### config.mk
export PLATFORM = sky130hd
export DESIGN_NAME = clk_period_meter_flat
export DESIGN_NICKNAME = d
export VERILOG_FILES = /design/src/rtl/clk_period_meter_pkg.sv /design/src/rtl/clk_period_meter_if.sv /design/src/rtl/clk_period_meter_sync_edge_det.sv /design/src/rtl/clk_period_meter.sv /design/src/flat_wrapper.sv
export SDC_FILE = /design/constraint.sdc
export NUM_CORES = 1
export LEC_CHECK = 0
export CELL_PAD_IN_SITES_DETAIL_PLACEMENT = 0
export CELL_PAD_IN_SITES_GLOBAL_PLACEMENT = 1
export CORE_MARGIN = 2
export CORE_UTILIZATION = 40
export DETAILED_ROUTE_END_ITERATION = 16
export GPL_ROUTABILITY_DRIVEN = 0
export PLACE_DENSITY_LB_ADDON = 0.05
export SYNTH_ARGS = -nofsm -noshare
export SYNTH_HDL_FRONTEND = slang
export SYNTH_HIERARCHICAL = 1
export SYNTH_SLANG_ARGS = --single-unit
### constraint.sdc
create_clock -name clk_i -period 4.5 [get_ports clk_i]
set_input_delay 1.35 -clock clk_i [delete_from_list [all_inputs] [get_ports clk_i]]
set_output_delay 1.35 -clock clk_i [all_outputs]
set_load 0.01 [all_outputs]
### src/rtl/clk_period_meter_pkg.sv
// rtl/clk_period_meter_pkg.sv - shared types and configuration helpers for clk_period_meter
package clk_period_meter_pkg;

  localparam int CNT_W_DEF = 16;

  typedef enum logic [1:0] {
    ST_IDLE    = 2'd0,
    ST_ARM     = 2'd1,
    ST_MEASURE = 2'd2
  } state_e;

  // TIMEOUT_CYC-1 must be reachable by the counter while TIMEOUT_CYC itself still fits.
  function automatic bit timeout_cfg_ok(input int cnt_w, input longint timeout_cyc);
    return (timeout_cyc >= 2) && (timeout_cyc < (longint'(1) << cnt_w));
  endfunction

endpackage

### src/rtl/clk_period_meter_if.sv
// rtl/clk_period_meter_if.sv - measurement control and result bus of clk_period_meter
interface clk_period_meter_if
  import clk_period_meter_pkg::*;
#(
  parameter int CNT_W = CNT_W_DEF
);
  logic             en;
  logic             sig;
  logic [CNT_W-1:0] period;
  logic [CNT_W-1:0] high_time;
  logic             valid;
  logic             lock;
  logic             timeout;

  modport master (
    output en, sig,
    input  period, high_time, valid, lock, timeout
  );

  modport slave (
    input  en, sig,
    output period, high_time, valid, lock, timeout
  );
endinterface

### src/rtl/clk_period_meter_sync_edge_det.sv
// rtl/clk_period_meter_sync_edge_det.sv - input synchronizer plus delay flop with rise/fall strobes
module sync_edge_det #(
  parameter int SYNC_STAGES = 2
) (
  input  logic clk_i,
  input  logic rst_i,
  input  logic async_i,
  output logic rise_o,
  output logic fall_o
);
  logic [SYNC_STAGES-1:0] sync_q;
  logic                   dly_q;

  always_ff @(posedge clk_i) begin
    if (rst_i) begin
      sync_q <= '0;
      dly_q  <= 1'b0;
    end else begin
      sync_q <= {sync_q[SYNC_STAGES-2:0], async_i};
      dly_q  <= sync_q[SYNC_STAGES-1];
    end
  end

  assign rise_o = sync_q[SYNC_STAGES-1] & ~dly_q;
  assign fall_o = ~sync_q[SYNC_STAGES-1] & dly_q;
endmodule

### src/rtl/clk_period_meter.sv
// rtl/clk_period_meter.sv - measures period/high time of a slow async signal with lock and timeout
module clk_period_meter
  import clk_period_meter_pkg::*;
#(
  parameter int CNT_W       = CNT_W_DEF,
  parameter int SYNC_STAGES = 2,
  parameter int TIMEOUT_CYC = 65535,
  parameter int LOCK_CNT    = 4,
  parameter int TOL         = 1
) (
  input  logic               clk_i,
  input  logic               rst_i,
  clk_period_meter_if.slave  meter
);
  localparam int             MW       = $clog2(LOCK_CNT + 1);
  localparam logic [CNT_W-1:0] TMO_LAST = CNT_W'(TIMEOUT_CYC - 1);
  localparam logic [MW-1:0]    LOCK_MAX = MW'(LOCK_CNT);

  if (!timeout_cfg_ok(CNT_W, TIMEOUT_CYC) || SYNC_STAGES < 2) begin : g_cfg_err
    $error("clk_period_meter: invalid TIMEOUT_CYC or SYNC_STAGES");
  end

  logic rise, fall;

  sync_edge_det #(.SYNC_STAGES(SYNC_STAGES)) u_sync (
    .clk_i  (clk_i),
    .rst_i  (rst_i),
    .async_i(meter.sig),
    .rise_o (rise),
    .fall_o (fall)
  );

  state_e           state_q, state_d;
  logic [CNT_W-1:0] cnt_q, cnt_d;
  logic [CNT_W-1:0] hi_lat_q, hi_lat_d;
  logic [CNT_W-1:0] period_q, period_d;
  logic [CNT_W-1:0] high_q, high_d;
  logic [MW-1:0]    match_q, match_d;
  logic             have_prev_q, have_prev_d;
  logic             valid_q, valid_d;
  logic             lock_q, lock_d;
  logic             timeout_q, timeout_d;

  logic [CNT_W-1:0]        cnt_inc;
  logic signed [CNT_W:0]   diff;
  logic [CNT_W:0]          abs_diff;
  logic                    in_tol;
  logic                    tmo_hit;

  always_comb begin
    cnt_inc  = cnt_q + 1'b1;
    diff     = $signed({1'b0, cnt_inc}) - $signed({1'b0, period_q});
    abs_diff = (diff < 0) ? $unsigned(-diff) : $unsigned(diff);
    in_tol   = (abs_diff <= (CNT_W + 1)'(TOL));
    tmo_hit  = (cnt_q == TMO_LAST);

    state_d     = state_q;
    cnt_d       = cnt_q;
    hi_lat_d    = hi_lat_q;
    period_d    = period_q;
    high_d      = high_q;
    match_d     = match_q;
    have_prev_d = have_prev_q;
    valid_d     = 1'b0;
    timeout_d   = timeout_q;

    if (!meter.en) begin
      state_d     = ST_IDLE;
      cnt_d       = '0;
      hi_lat_d    = '0;
      match_d     = '0;
      have_prev_d = 1'b0;
    end else begin
      case (state_q)
        ST_IDLE: begin
          state_d = ST_ARM;
          cnt_d   = '0;
        end
        ST_ARM: begin
          if (rise) begin
            state_d  = ST_MEASURE;
            cnt_d    = '0;
            hi_lat_d = '0;
          end else if (tmo_hit) begin
            timeout_d = 1'b1;
            match_d   = '0;
            cnt_d     = '0;
          end else begin
            cnt_d = cnt_inc;
          end
        end
        ST_MEASURE: begin
          cnt_d = cnt_inc;
          if (fall) hi_lat_d = cnt_inc;
          // A rise in the timeout cycle still closes the period.
          if (rise) begin
            period_d    = cnt_inc;
            high_d      = hi_lat_q;
            valid_d     = 1'b1;
            timeout_d   = 1'b0;
            cnt_d       = '0;
            hi_lat_d    = '0;
            have_prev_d = 1'b1;
            if (have_prev_q && in_tol)
              match_d = (match_q == LOCK_MAX) ? match_q : match_q + 1'b1;
            else
              match_d = '0;
          end else if (tmo_hit) begin
            state_d     = ST_ARM;
            timeout_d   = 1'b1;
            match_d     = '0;
            cnt_d       = '0;
            have_prev_d = 1'b0;
          end
        end
        default: state_d = ST_IDLE;
      endcase
    end

    lock_d = (match_d == LOCK_MAX);
  end

  always_ff @(posedge clk_i) begin
    if (rst_i) begin
      state_q     <= ST_IDLE;
      cnt_q       <= '0;
      hi_lat_q    <= '0;
      period_q    <= '0;
      high_q      <= '0;
      match_q     <= '0;
      have_prev_q <= 1'b0;
      valid_q     <= 1'b0;
      lock_q      <= 1'b0;
      timeout_q   <= 1'b0;
    end else begin
      state_q     <= state_d;
      cnt_q       <= cnt_d;
      hi_lat_q    <= hi_lat_d;
      period_q    <= period_d;
      high_q      <= high_d;
      match_q     <= match_d;
      have_prev_q <= have_prev_d;
      valid_q     <= valid_d;
      lock_q      <= lock_d;
      timeout_q   <= timeout_d;
    end
  end

  assign meter.period    = period_q;
  assign meter.high_time = high_q;
  assign meter.valid     = valid_q;
  assign meter.lock      = lock_q;
  assign meter.timeout   = timeout_q;
endmodule
### src/flat_wrapper.sv
// flat-port wrapper written by rule: the top's interface ports become plain ports
module clk_period_meter_flat import clk_period_meter_pkg::*;
#(
  parameter int CNT_W       = CNT_W_DEF,
  parameter int SYNC_STAGES = 2,
  parameter int TIMEOUT_CYC = 65535,
  parameter int LOCK_CNT    = 4,
  parameter int TOL         = 1
)
  (clk_i, rst_i, meter_en, meter_sig, meter_period, meter_high_time, meter_valid, meter_lock, meter_timeout);
  clk_period_meter_if #(.CNT_W(CNT_W)) meter_i ();
  input  logic clk_i;
  input  logic rst_i;
  input wire logic [$bits(meter_i.en)-1:0] meter_en;
  input wire logic [$bits(meter_i.sig)-1:0] meter_sig;
  output wire logic [$bits(meter_i.period)-1:0] meter_period;
  output wire logic [$bits(meter_i.high_time)-1:0] meter_high_time;
  output wire logic [$bits(meter_i.valid)-1:0] meter_valid;
  output wire logic [$bits(meter_i.lock)-1:0] meter_lock;
  output wire logic [$bits(meter_i.timeout)-1:0] meter_timeout;
  assign meter_i.en = meter_en;
  assign meter_i.sig = meter_sig;
  assign meter_period = meter_i.period;
  assign meter_high_time = meter_i.high_time;
  assign meter_valid = meter_i.valid;
  assign meter_lock = meter_i.lock;
  assign meter_timeout = meter_i.timeout;
  clk_period_meter #(.CNT_W(CNT_W), .SYNC_STAGES(SYNC_STAGES), .TIMEOUT_CYC(TIMEOUT_CYC), .LOCK_CNT(LOCK_CNT), .TOL(TOL)) u_core (.clk_i(clk_i), .rst_i(rst_i), .meter(meter_i));
endmodule
---- Yosys cells after proc, flatten, opt, wreduce, memory -nomap -nowiden ----
Index checks and enable logic that the tools add are counted.
word-level totals
  register bits ........................... 76
  bits of input ports ..................... 4
  output and inout bits ................... 35
  logic and storage cells ................. 73
operators by class
  equal/unequal tests ..................... 10
  magnitude comparators ................... 2
  multiplexer cells ....................... 26
  $add $sub $neg .......................... 4
  reduce and logical (&&, ||, !) cells .... 13
  bitwise logic cells ..................... 6
operators with widths
  kind                     count
  $mux W16                 5
  $pmux W16 S2             2
  $mux W3                  6
  $le A17 B1 Y1 const B    1
  $lt A17 B1 Y1 const B    1
  $mux W17                 1
  $neg A17 Y17             1
  $sub A16 B16 Y17         1
  $add A16 B1 Y16 const B  1
  $eq A16 B16 Y1 const B   1
  $reduce_and A3 Y1        4
  $eq A3 B3 Y1 const B     2
  $mux W1                  6
  $mux W2                  3
  $pmux W2 S3              1
  $pmux W3 S2              1
  $reduce_bool A2 Y1       3
  $ne A2 B1 Y1 const B     2
  $ne A2 B2 Y1 const B     2
  $not A1 Y1               4
  $reduce_or A2 Y1         2
  $add A3 B1 Y3 const B    1
  $ne A3 B1 Y1 const B     1
  $reduce_or A3 Y1         1
  7 further kinds          8

---- Logic depth before layout (Yosys ltp) ----
Gate-level depths: netlist of run 1.
  depth after elaboration ................. 11
  gate-level depth with buffers ........... 18
  depth with buffers taken out ............ 17

---- By module ----
The synthesis of run 1 kept the hierarchy.
modules (own cells, without submodules)
  module            area each (um2)  cells an instance  sequential area each (um2)  times used
  clk_period_meter  4498.1           568                1461.4                      1
  sync_edge_det     91.3             8                  60.1                        1

---- Least setup slack after synthesis of run 1 ----
No wires, ideal clock.
  path type ............................... register to register
  start ................................... reg u_core.cnt_q[4]
  end ..................................... reg u_core.lock_q, in the netlist u_core/meter.lock
  setup time .............................. 0.070 ns
  clock period less this slack ............ 3.945 ns
  data required time ...................... 4.430 ns
  path slack .............................. 0.555 ns
  arrival time ............................ 3.875 ns
  cell stages (with the launch flop) ...... 19
  path buffers ............................ 1
  path through ............................ dfxtp_1 > and4_1 > and3_1 > nand3_1 > nor2_1 > xor2_1 > ha_1 > clkbuf_1 > a21o_1 > or2_1 > o211ai_1 > o31ai_1 > a211o_1 > and2_4 > a2111oi_0 > o21ai_0 > nor4b_4 > nand4_1 > a21oi_1
between the ends
  cells in the longest elaborated chain, start to end .. 11
  elaborated cells between the ends (all ways) .. 15
  classes of those cells .................. add/sub: 3; order compare: 2; eq/ne: 2; mux: 7; reduce/logical: 1
ends and longest elaborated chain
  what                                           line                     source
  start: declaration                             clk_period_meter.sv:34   logic [CNT_W-1:0] cnt_q, cnt_d;
  start signal: assignment                       clk_period_meter.sv:137  cnt_q <= cnt_d;
  $add A16 B1 Y16 (*)                            clk_period_meter.sv:51   cnt_inc = cnt_q + 1'b1;
  via u_core.cnt_inc[13]                         clk_period_meter.sv:44   logic [CNT_W-1:0] cnt_inc;
  $sub A16 B16 Y17 (*)                           clk_period_meter.sv:52   diff = $signed({1'b0, cnt_inc}) - $signed({1'b0, period_q});
  $neg A17 Y17 or $lt A17 B1 Y1 (tied branches)  clk_period_meter.sv:53   abs_diff = (diff < 0) ? $unsigned(-diff) : $unsigned(diff);
  $mux W17 (*)                                   clk_period_meter.sv:53
  $le A17 B1 Y1 (*)                              clk_period_meter.sv:54   in_tol = (abs_diff <= (CNT_W + 1)'(TOL));
  $logic_and A1 B1 Y1 (*)                        clk_period_meter.sv:104  if (have_prev_q && in_tol)
  $mux W3 (*)                                    clk_period_meter.sv:104
  $mux W3 (*)                                    clk_period_meter.sv:96   if (rise) begin
  $pmux W3 S2 (*)                                clk_period_meter.sv:74   case (state_q)
  $mux W3 (*)                                    clk_period_meter.sv:67   if (!meter.en) begin
  $eq A3 B3 Y1 (*)                               clk_period_meter.sv:120  lock_d = (match_d == LOCK_MAX);
  end signal: assignment                         clk_period_meter.sv:144  lock_q <= lock_d;
  end: declaration                               clk_period_meter.sv:41   logic lock_q, lock_d;
The timed path passes the listed nets; every way through them passes the cells marked *.
A chain may end at the register's enable or synchronous reset.

---- Worst setup path in the final report of run 1 ----
  start ................................... reg u_core.cnt_q[0]
  end ..................................... reg u_core.lock_q, in the netlist u_core/meter.lock
Same word-level chain as after synthesis.

==> flow_metrics.env, run 1 <==
export IMPL_status="finished clean"
export IMPL_critical_path_top_delay_family="simple AND/OR/NAND/NOR gates"
export IMPL_irDropWorstVdd_mv=0.276
export IMPL_initial_core_util_pct=40.5
export IMPL_finalInstanceArea_mm2=0.00567
export IMPL_hold_viol=0
export IMPL_clock_sinks=76
export IMPL_clkTransAtPathRegs_ns=0.06
export IMPL_period_share_pct=94.8
export IMPL_critPathBufInv=0
export IMPL_reg2reg_to="u_core/meter.lock$_SDFF_PP0_"
export IMPL_vias_per_cell=5.49
export IMPL_synthTopCellsByArea="dfxtp_1, ha_1, nor2_1"
export IMPL_drt_pass1_iter_count=5
export IMPL_syn2layout_area_growth_pct=23.5
export IMPL_cts_buffer_depth=2
export IMPL_start_kind="flip-flop"
export IMPL_placed_cell_area_mm2=0.00524
export IMPL_synth_top_family_by_area="compound AO/OA/AOI/OAI gates"
export IMPL_finalPower_mw=1.53
export IMPL_min_period_ns=4.27
export IMPL_clk_latency_ns=0.34
export IMPL_synth_edf_count=0
export IMPL_synth_compound_area_share_pct=25.1
export IMPL_synth_seq_area_share_pct=33.2
export IMPL_fin_skew_ns=0.00866
export IMPL_rows=39
export IMPL_die_w_um=111
export IMPL_die_area_mm2=0.0123
export IMPL_setup_ws_ns=0.234
export IMPL_setup_viol=0
export IMPL_drtIter0Drc=251
export IMPL_hp_class="reg -> reg"
export IMPL_yosys_area_share_simple_pct=22.5
export IMPL_avgSynthCellArea_um2=7.97
export IMPL_whs_ns=0.452
export IMPL_cp_depth=15
export IMPL_num_antenna_cells=0
export IMPL_vias=4229
export IMPL_netlist_instances=576
export IMPL_io_buffer_count=38
export IMPL_place_worst_setup_slack_ns=-0.134
export IMPL_fin_cells=770
export IMPL_netlist_top_cells_count="dfxtp_1, nor2_1, nand2_1"
export IMPL_cts_tree="done"
export IMPL_grt_total_usage_pct=20.6
export IMPL_crit_path_end_kind="flip-flop"
export IMPL_synth_top_area_cell="dfxtp_1"
export IMPL_max_freq_mhz=234
export IMPL_dieHeight_um=111
export IMPL_synth_top_area_share_pct=33.2
export IMPL_grt_overflow_total=0
export IMPL_worstPathArrival_ns=4.54
export IMPL_crit_chain="ha_4 -> nand3_4 -> xnor2_4 -> ha_2 -> o211a_1 -> o21ai_2 -> a21boi_1 -> nor2_1 -> or4_4 -> nor4_4 -> mux2i_1 -> a2bb2oi_2 -> nor4b_4 -> nand4_1 -> a21oi_1"
export IMPL_dp_cells=754
export IMPL_antenna_left=0
export IMPL_cp_slowest_cell="or4_4"
export IMPL_maxSlewViolCount=0
export IMPL_maxSlewHeadroom_pct=51.3
export IMPL_wl_um=12600
export IMPL_rr_worst_depth=15
export IMPL_post_synth_top_count_cell="dfxtp_1"
export IMPL_max_cap_violations=0
export IMPL_post_route_util_pct=50.1
export IMPL_grt_max_degree=49
export IMPL_syn_num_nets=607
export IMPL_dp_hpwl_um=9420
export IMPL_cp_data_required_time_ns=4.77
export IMPL_antenna_found_initial=0
export IMPL_r2r_slack_ns=0.23
export IMPL_finalSetupTns_ns=0
export IMPL_max_stage_delay_ns=0.60
export IMPL_wl_per_cell_um=16.4
export IMPL_cts_buffers=9
export IMPL_synth_fa_ha_area_share_pct=7.52
export IMPL_grt_pass1_wl_um=20600
export IMPL_root_buffer="clkbuf_16"
export IMPL_pin_count=39
export IMPL_nFillCells=1100
export IMPL_drive_above_1_share_pct=11.6
export IMPL_critPathCapture="u_core/meter.lock$_SDFF_PP0_"
export IMPL_drc=0
export IMPL_min_path_cells=2
export IMPL_ys_warn_count=6
export IMPL_final_nets=656
export IMPL_postSynth_asyncResetShare_pct=0
export IMPL_cp_max_fo=6
export IMPL_p_per_area_mw_per_mm2=270
export IMPL_startpoint="u_core/cnt_q[0]$_SDFFE_PP0P_"
export IMPL_ys_flop_type="dfxtp_1"
export IMPL_core_area_mm2=0.0113
export IMPL_ys_types=72
export IMPL_leakage_nw=2.17
export IMPL_grt_pass1_vias=3974
export IMPL_synthMuxAreaShare_pct=0.436
export IMPL_critical_path_class="reg -> reg"
export IMPL_synth_xor_area_share_pct=6.19
export IMPL_r2r_start="u_core/cnt_q[0]$_SDFFE_PP0P_"
export IMPL_cts_htree_levels=3
export IMPL_worst_pin_slew_ns=0.731
export IMPL_ys_ff_latch=76
export IMPL_synth_area_mm2=0.00459
[report_power, final]
group	internal [mW]	switching [mW]	leakage, nW
Clock	0.506	0.272	0.154
Combinational	0.0271	0.0461	1.40
Sequential	0.675	0.00183	0.614
Total	1.21	0.320	2.17
[layout by cell type (no fill, tap or decap), types with 4 or more instances in the layout]
master           instances
xnor2_1                 12
or3_1                    4
a21o_1                   9
nor2_1                  69
nand2b_1                 5
nand2_1                 58
dfxtp_1                 73
a211oi_1                19
a22oi_1                 27
nand4_1                  5
inv_1                   32
buf_4                   30
ha_1                    22
o21ai_0                 16
a21oi_1                 41
clkbuf_16                9
and3_1                  11
nand3_1                 16
xor2_1                  13
a31oi_1                  6
nor2b_1                  9
clkdlybuf4s50_1         38
o21a_1                   5
nor3_1                  14
[flip-flops by register name, summed over array words and instances (netlist names)]
register,cells
u_core/cnt_q,16
u_core/hi_lat_q,16
u_core/meter.high_time,16
u_core/meter.period,16
u_core/match_q,3
u_core/state_q,2
u_core/u_sync/sync_q,2
u_core/have_prev_q,1
u_core/meter.lock,1
u_core/meter.timeout,1
u_core/meter.valid,1
u_core/u_sync/dly_q,1
[area by class of cell]
type	count	area [um2]	share of cell area (%)
tap	143	179	3.16
clock inverter	2	60.1	1.06
clock buffer	11	253	4.46
inverter	32	120	2.12
timing repair buffer	68	606	10.7
multi-input combinational	438	2930	51.6
sequential	76	1530	26.9
[how the worst min path moves through the flow]
stage | start | to
after global routing | u_core/meter.high_time[14]$_SDFFE_PP0P_ | u_core/meter.high_time[14]$_SDFFE_PP0P_
after CTS | u_core/hi_lat_q[11]$_SDFFE_PP0P_ | u_core/meter.high_time[11]$_SDFFE_PP0P_
after global placement | u_core/u_sync/sync_q[0]$_SDFF_PP0_ | u_core/u_sync/sync_q[1]$_SDFF_PP0_
final | u_core/hi_lat_q[5]$_SDFFE_PP0P_ | u_core/meter.high_time[5]$_SDFFE_PP0P_
after detailed placement | u_core/hi_lat_q[0]$_SDFFE_PP0P_ | u_core/hi_lat_q[0]$_SDFFE_PP0P_
after floorplan | u_core/u_sync/sync_q[0]$_SDFF_PP0_ | u_core/u_sync/sync_q[1]$_SDFF_PP0_
[routing by layer]
layer | vias up | wire [um] | global-route usage [%]
li1 | 2153 | - | -
met1 | 1984 | 6350 | 29.0
met2 | 78 | 5700 | 31.9
met3 | 14 | 417 | 3.39
met4 | 0 | 174 | 7.33
met5 | - | 0 | 0
[timing repair]
item | in CTS | in global routing
buffers inserted | 0 | 3
setup endpoints to repair | 4 | 4
pin swaps | 0 | 3
resized for setup | 2 | 18
hold buffers | 0 | 0
[worst register-to-register path: stages (launching register included)]
cell and delay (ns):
dfxtp_1 0.48, ha_4 0.22, nand3_4 0.13, xnor2_4 0.18, ha_2 0.41, o211a_1 0.19, o21ai_2 0.09, a21boi_1 0.25
nor2_1 0.13, or4_4 0.60, nor4_4 0.42, mux2i_1 0.28, a2bb2oi_2 0.10, nor4b_4 0.38, nand4_1 0.17, a21oi_1 0.16
[logic make-up after synthesis]
family	Yosys count
buffers and inverters	62
AO/OA/AOI/OAI	166
XOR/XNOR	30
flip-flops	76
AND/OR/NAND/NOR	213
adder cells (fa/ha/maj)	27
multiplexers	2
(Power assumes the default switching activity.)
==> run 2: changes to the inputs <==
--- a/config.mk
+++ b/config.mk
@@ -5,10 +5,12 @@
 export SDC_FILE = /design/constraint.sdc
 export NUM_CORES = 1
 export LEC_CHECK = 0
+export ABC_AREA = 0
 export CELL_PAD_IN_SITES_DETAIL_PLACEMENT = 0
 export CELL_PAD_IN_SITES_GLOBAL_PLACEMENT = 1
 export CORE_MARGIN = 2
 export CORE_UTILIZATION = 40
+export CTS_CLUSTER_DIAMETER = 120
 export DETAILED_ROUTE_END_ITERATION = 16
 export GPL_ROUTABILITY_DRIVEN = 0
 export PLACE_DENSITY_LB_ADDON = 0.05
==> results of run 2 <==
No change in the layout: final DEF, timing and power equal those of run 1.
